File: src/rtl/demux_1x2_32_32.sv
// 1-to-2 valid/ready demultiplexer with a one-word holding register per channel.
// Build option DEMUX_HOLD_LAST_EN: keep the last word on OutN after consume (else clear to 0).
module demux_1x2_32_32 (
  input  logic        clk,
  input  logic        reset,
  input  logic [31:0] In,
  input  logic        Sel,
  input  logic        InValid,
  output logic        InReady,
  output logic [31:0] Out0,
  output logic [31:0] Out1,
  output logic        Out0Valid,
  output logic        Out1Valid,
  input  logic        Out0Ready,
  input  logic        Out1Ready
);

  logic [31:0] out0_q, out0_d;
  logic [31:0] out1_q, out1_d;
  logic        out0_valid_q, out0_valid_d;
  logic        out1_valid_q, out1_valid_d;

  logic        sel0_s, sel1_s;
  logic        in_ready_s;
  logic        load0_s, load1_s;
  logic        take0_s, take1_s;

  // Select decode and handshake; an unknown Sel addresses no channel, so nothing is accepted.
  always_comb begin
    sel0_s     = (Sel === 1'b0);
    sel1_s     = (Sel === 1'b1);
    in_ready_s = 1'b0;
    if (sel0_s) begin
      in_ready_s = !out0_valid_q || Out0Ready;
    end else if (sel1_s) begin
      in_ready_s = !out1_valid_q || Out1Ready;
    end else begin
      in_ready_s = 1'b0;
    end
    load0_s = InValid && sel0_s && in_ready_s;
    load1_s = InValid && sel1_s && in_ready_s;
    take0_s = out0_valid_q && Out0Ready;
    take1_s = out1_valid_q && Out1Ready;
  end

  // Next state of channel 0: refill wins over consume so a coincident pair loses no cycle.
  always_comb begin
    out0_d       = out0_q;
    out0_valid_d = out0_valid_q;
    if (load0_s) begin
      out0_d       = In;
      out0_valid_d = 1'b1;
    end else if (take0_s) begin
`ifdef DEMUX_HOLD_LAST_EN
      out0_d       = out0_q;
`else
      out0_d       = 32'h0000_0000;
`endif
      out0_valid_d = 1'b0;
    end else begin
      out0_d       = out0_q;
      out0_valid_d = out0_valid_q;
    end
  end

  // Next state of channel 1, same rules as channel 0.
  always_comb begin
    out1_d       = out1_q;
    out1_valid_d = out1_valid_q;
    if (load1_s) begin
      out1_d       = In;
      out1_valid_d = 1'b1;
    end else if (take1_s) begin
`ifdef DEMUX_HOLD_LAST_EN
      out1_d       = out1_q;
`else
      out1_d       = 32'h0000_0000;
`endif
      out1_valid_d = 1'b0;
    end else begin
      out1_d       = out1_q;
      out1_valid_d = out1_valid_q;
    end
  end

  // Channel registers; reset overrides any accept or consume on the same edge.
  always_ff @(posedge clk) begin
    if (reset) begin
      out0_q       <= 32'h0000_0000;
      out1_q       <= 32'h0000_0000;
      out0_valid_q <= 1'b0;
      out1_valid_q <= 1'b0;
    end else begin
      out0_q       <= out0_d;
      out1_q       <= out1_d;
      out0_valid_q <= out0_valid_d;
      out1_valid_q <= out1_valid_d;
    end
  end

  assign InReady   = in_ready_s;
  assign Out0      = out0_q;
  assign Out1      = out1_q;
  assign Out0Valid = out0_valid_q;
  assign Out1Valid = out1_valid_q;

endmodule

File: config.mk
export PLATFORM = sky130hd
export DESIGN_NAME = demux_1x2_32_32
export DESIGN_NICKNAME = d
export VERILOG_FILES = /design/src/rtl/demux_1x2_32_32.sv
export SDC_FILE = /design/constraint.sdc
export NUM_CORES = 1
export LEC_CHECK = 0
export CORE_MARGIN = 5
export CORE_UTILIZATION = 41
export DETAILED_ROUTE_END_ITERATION = 12
export GPL_ROUTABILITY_DRIVEN = 0
export HOLD_SLACK_MARGIN = 0.03
export PLACE_DENSITY = 0.84
export SYNTH_ARGS = -nofsm -noshare
export SYNTH_HDL_FRONTEND = slang
export SYNTH_SLANG_ARGS = --single-unit
export TNS_END_PERCENT = 100
File: constraint.sdc
create_clock -name clk -period 1.5 [get_ports clk]
set_clock_uncertainty 0.1 [all_clocks]
set_input_delay 0.45 -clock clk [delete_from_list [all_inputs] [get_ports clk]]
set_output_delay 0.45 -clock clk [all_outputs]
set_load 0.02 [all_outputs]
== Word level (Yosys, flattened, before mapping) ==
Index checks and enable logic that the tools add are counted.
Storage, ports and cells
  bits in registers: 66
  output and inout bits: 67
Operators by class
  equal/unequal tests: 2
  reduce and logical (&&, ||, !) cells: 12
  muxes and demuxes: 10
Operators with widths (number)
  32-bit 2-to-1 mux: 4
  1-bit logical AND: 6
  1-bit 2-to-1 mux: 6
  2-bit nonzero test: 2
  1-bit === test (second input constant): 2
  1-bit zero test: 2
  1-bit logical OR: 2

== Logic depth before layout (Yosys ltp) ==
  depth after elaboration: 6
  depth in mapped cells: 5

== Least setup slack after synthesis ==
Ideal clock, no wire load.
  path type: register -> output
  start: register out1_valid_q (netlist: Out1Valid)
  end: output port InReady
  cell stages (with the launch flop): 3
  path slack: 0.021 ns
  path buffers: 0
  arrival time: 0.929 ns
  cells stage by stage: dfxtp_1 -> nand2b_1 -> mux2_2
On the way
  word-level cells in the longest chain between the ends: 4
Ends and longest elaborated chain
  start: declaration: RTL line 21  | logic out1_valid_q, out1_valid_d;
  start signal: assignment: RTL line 97  | out1_valid_q <= out1_valid_d;
  1-bit zero test: RTL line 36  | in_ready_s = !out1_valid_q || Out1Ready;
  1-bit logical OR: RTL line 36
  1-bit 2-to-1 mux: RTL line 35  | end else if (sel1_s) begin
  1-bit 2-to-1 mux: RTL line 33  | if (sel0_s) begin
  end: declaration: RTL line 9  | output logic InReady,
No other way between the ends.

== Final worst setup path ==
Ends and elaborated chain as after synthesis.

==> run summary <==
Buf/Inv on CP: 1
Core area: 5540 µm²
Clock Tree Buf Depth: 2
Failing checks: negative setup slack
Drt total wl: 6600 µm
Largest net degree at the start of global routing: 33
Post-route DRC: 0
Met3 wire len: 605 µm
Max H-tree Level: 3
Die area: 7340 µm²
Leakage: 1.71 nW
Area leader, netlist: dfxtp_1
Critical path cell sequence: nand2b_4, mux2_4, buf_6
Synth Area per Inst: 12.2 µm²
Max Cap Viol: 0
Final WS setup: -0.206 ns
Top cells by count, synth: dfxtp_1 (66), a22o_1 (39), a22o_2 (25), nor2b_1 (21), and2b_1 (11)
Final setup viols: 25
Detail-routed net length per standard cell: 16.9 µm
CTS clk-pin slew, worst paths: 0.07 ns
Final Max Tran Viols: 0
M1 wire length: 2900 µm
Post-Synthesis Cells: 192
Unrepaired setup endpoints after global routing: true
Slew margin rel.: 0.841
Antenna viol nets, final: 0
CTS Root Cell: clkbuf_8
Pre-antenna DRT Iters: 4
CTS buffer count: 9
Reg2reg start: Out0Valid
Post-synth top area share: 0.563
Sequential share of the synthesized area: 0.563
DR WL met2: 3020 µm
IO buf count: 104
GRT Overall Usage: 0.185
Synth Warn #: 0
NumNets Final: 351
Worst hold path class: reg -> reg
Mapped Area: 2350 µm²
Hold Buf Count CTS: 0
Worst IR Drop VDD: 0.000593 V
CTS tree: done
CP max FO: 2
Global-route wire length before repair: 10600 µm
Asr flop ratio synth: 0
Critical path required time: 0.95 ns
Initial antenna violation count: 0
Num rows: 27
Post-synth EDFFs: 0
Synthesized net count: 230
Hold_sp: Out0[22]
Io pins: 105
Cell Area, Placed: 3610 µm²
Clk_lat worst skew: 0.33 ns
Placed cells: 370
Routed via count: 1972
Final Cell Area: 3590 µm²
Least-Margin Pin Slew: 0.237 ns
Starting DRT DRC Count: 52
Share of layout cells above drive strength 1: 0.453
CP Launch Point: Out1Valid
Non-Filler Instances: 390
Tcrit/Tclk final: 1.14
Ant diodes: 0
Die span in x: 85.7 µm
Peak Freq: 586 MHz
Detailed placement HPWL: 4530 µm
Top layer in use: met4
Number of vias per cell: 5.06
Most common cell in the netlist: dfxtp_1
Die Y: 85.7 µm
Clock Sinks: 66
CP Capture Type: output pin
Area delta synth->final: 53.0%
Status: finished with violations
Critical-path top delay cell: dfxtp_4
Top_reg_cell synth: dfxtp_1
GRT overflow: 0
PwrDens: 1180 nW/µm²
Library cells used by synthesis: 19
Slowest stage delay, CP: 0.37 ns
Top cells by area, synth: dfxtp_1 (56%), a22o_1 (15%), a22o_2 (11%), nor2b_1 (5.6%), and2b_1 (3.5%)
Vias in the first global route: 2096
Number of synthesized register bits: 66
Starting Density: 0.424
Critical Path Source Type: register
CP arrival: 1.16 ns
Min Tclk post-route: 1.71 ns
CP Class: reg -> out
Cell family contributing the most delay on the critical path: flip-flops
Final hold vios: 0
[cell type report]
cell class | instances | area, µm²
well taps | 72 | 90.1
fillers | 454 | 1950
clock inverters | 4 | 73.8
clock buffers | 12 | 155
repair buffers | 127 | 993
flip-flops and latches | 66 | 1330
multi-input cells | 109 | 953
[path summary, 6_finish.rpt]
path                            endpoint  slack, ns  cells past startpoint
worst min-delay path            Out0[22]       0.38                      1
worst min register to register  Out0[22]       0.38                      1
worst max register to register  Out0[26]      -0.03                      7
worst max-delay path             InReady      -0.21                      3
[cell families after synthesis]
family                 Yosys count  synth area share
AO/OA/AOI/OAI                   68             0.270
flip-flops                      66             0.563
AND/OR/NAND/NOR                 40             0.116
buffers and inverters           17            0.0464
multiplexers                     1           0.00480
[power by group]
part	internal, W	switching (W)	total [W]
registers	0.00184	0.0000481	0.00189
logic	0.000327	0.000325	0.000652
clock network	0.00103	0.000656	0.00168
total	0.00319	0.00103	0.00422
[cells in the final DEF (no fill, tap or decap)]
cell type / n
and3b_1: 1
nor2b_2: 2
dlygate4sd2_1: 2
clkinv_2: 1
a22o_1: 39
a22o_2: 25
buf_12: 7
buf_2: 65
buf_4: 12
bufinv_16: 2
buf_6: 8
nor3b_2: 1
mux2_4: 1
nand2b_1: 1
a211oi_4: 2
dfxtp_2: 1
clkinv_4: 1
clkbuf_1: 1
dfxtp_1: 64
clkdlybuf4s50_1: 32
clkdlybuf4s15_1: 1
and2b_4: 1
dfxtp_4: 1
clkbuf_8: 11
nand2b_4: 2
nand2_1: 1
and2b_1: 11
a21oi_1: 2
and2b_2: 1
nor2b_1: 19
[routing by layer]
layer | vias to the layer above | global-route usage
met4 | 0 | 0.0662
met2 | 83 | 0.294
met1 | 930 | 0.226
li1 | 954 | -
met3 | 5 | 0.0740
met5 | - | 0
[through the flow]
step / setup slack [ns] / total power, W / setup TNS [ns] / util / hold WS (ns)
2_1_floorplan: 0.0213 / 0.00225 / 0 / - / 0.510
4_1_cts: -0.219 / 0.00427 / -0.860 / 0.673 / 0.383
6_report: -0.206 / 0.00422 / -0.812 / 0.648 / 0.375
3_3_place_gp: -0.932 / 0.00263 / -32.03 / 0.652 / 0.361
3_5_place_dp: -0.940 / 0.00264 / -33.88 / 0.652 / 0.364
5_1_grt: -0.261 / 0.00440 / -2.96 / 0.648 / 0.389
[repair_timing]
action / CTS / global route
endpoints found under the setup margin: 131 / 93
gates cloned: 1 / 0
gates resized for setup: 270 / 30
pin swaps: 1 / 3
buffers inserted: 3 / 2
[sequential cells by signal, indices dropped and copies added, names as in the netlist]
name       flops
Out1          32
Out0Valid      1
Out0          32
Out1Valid      1
[worst reg2reg max path, stage by stage (launching register included)]
cell and delay, ns:
dfxtp_2 0.34, buf_4 0.15, nor3b_2 0.15, buf_4 0.14
a211oi_4 0.04, buf_6 0.13, buf_12 0.14, a22o_1 0.23
Power figures use the tool's default switching activity.
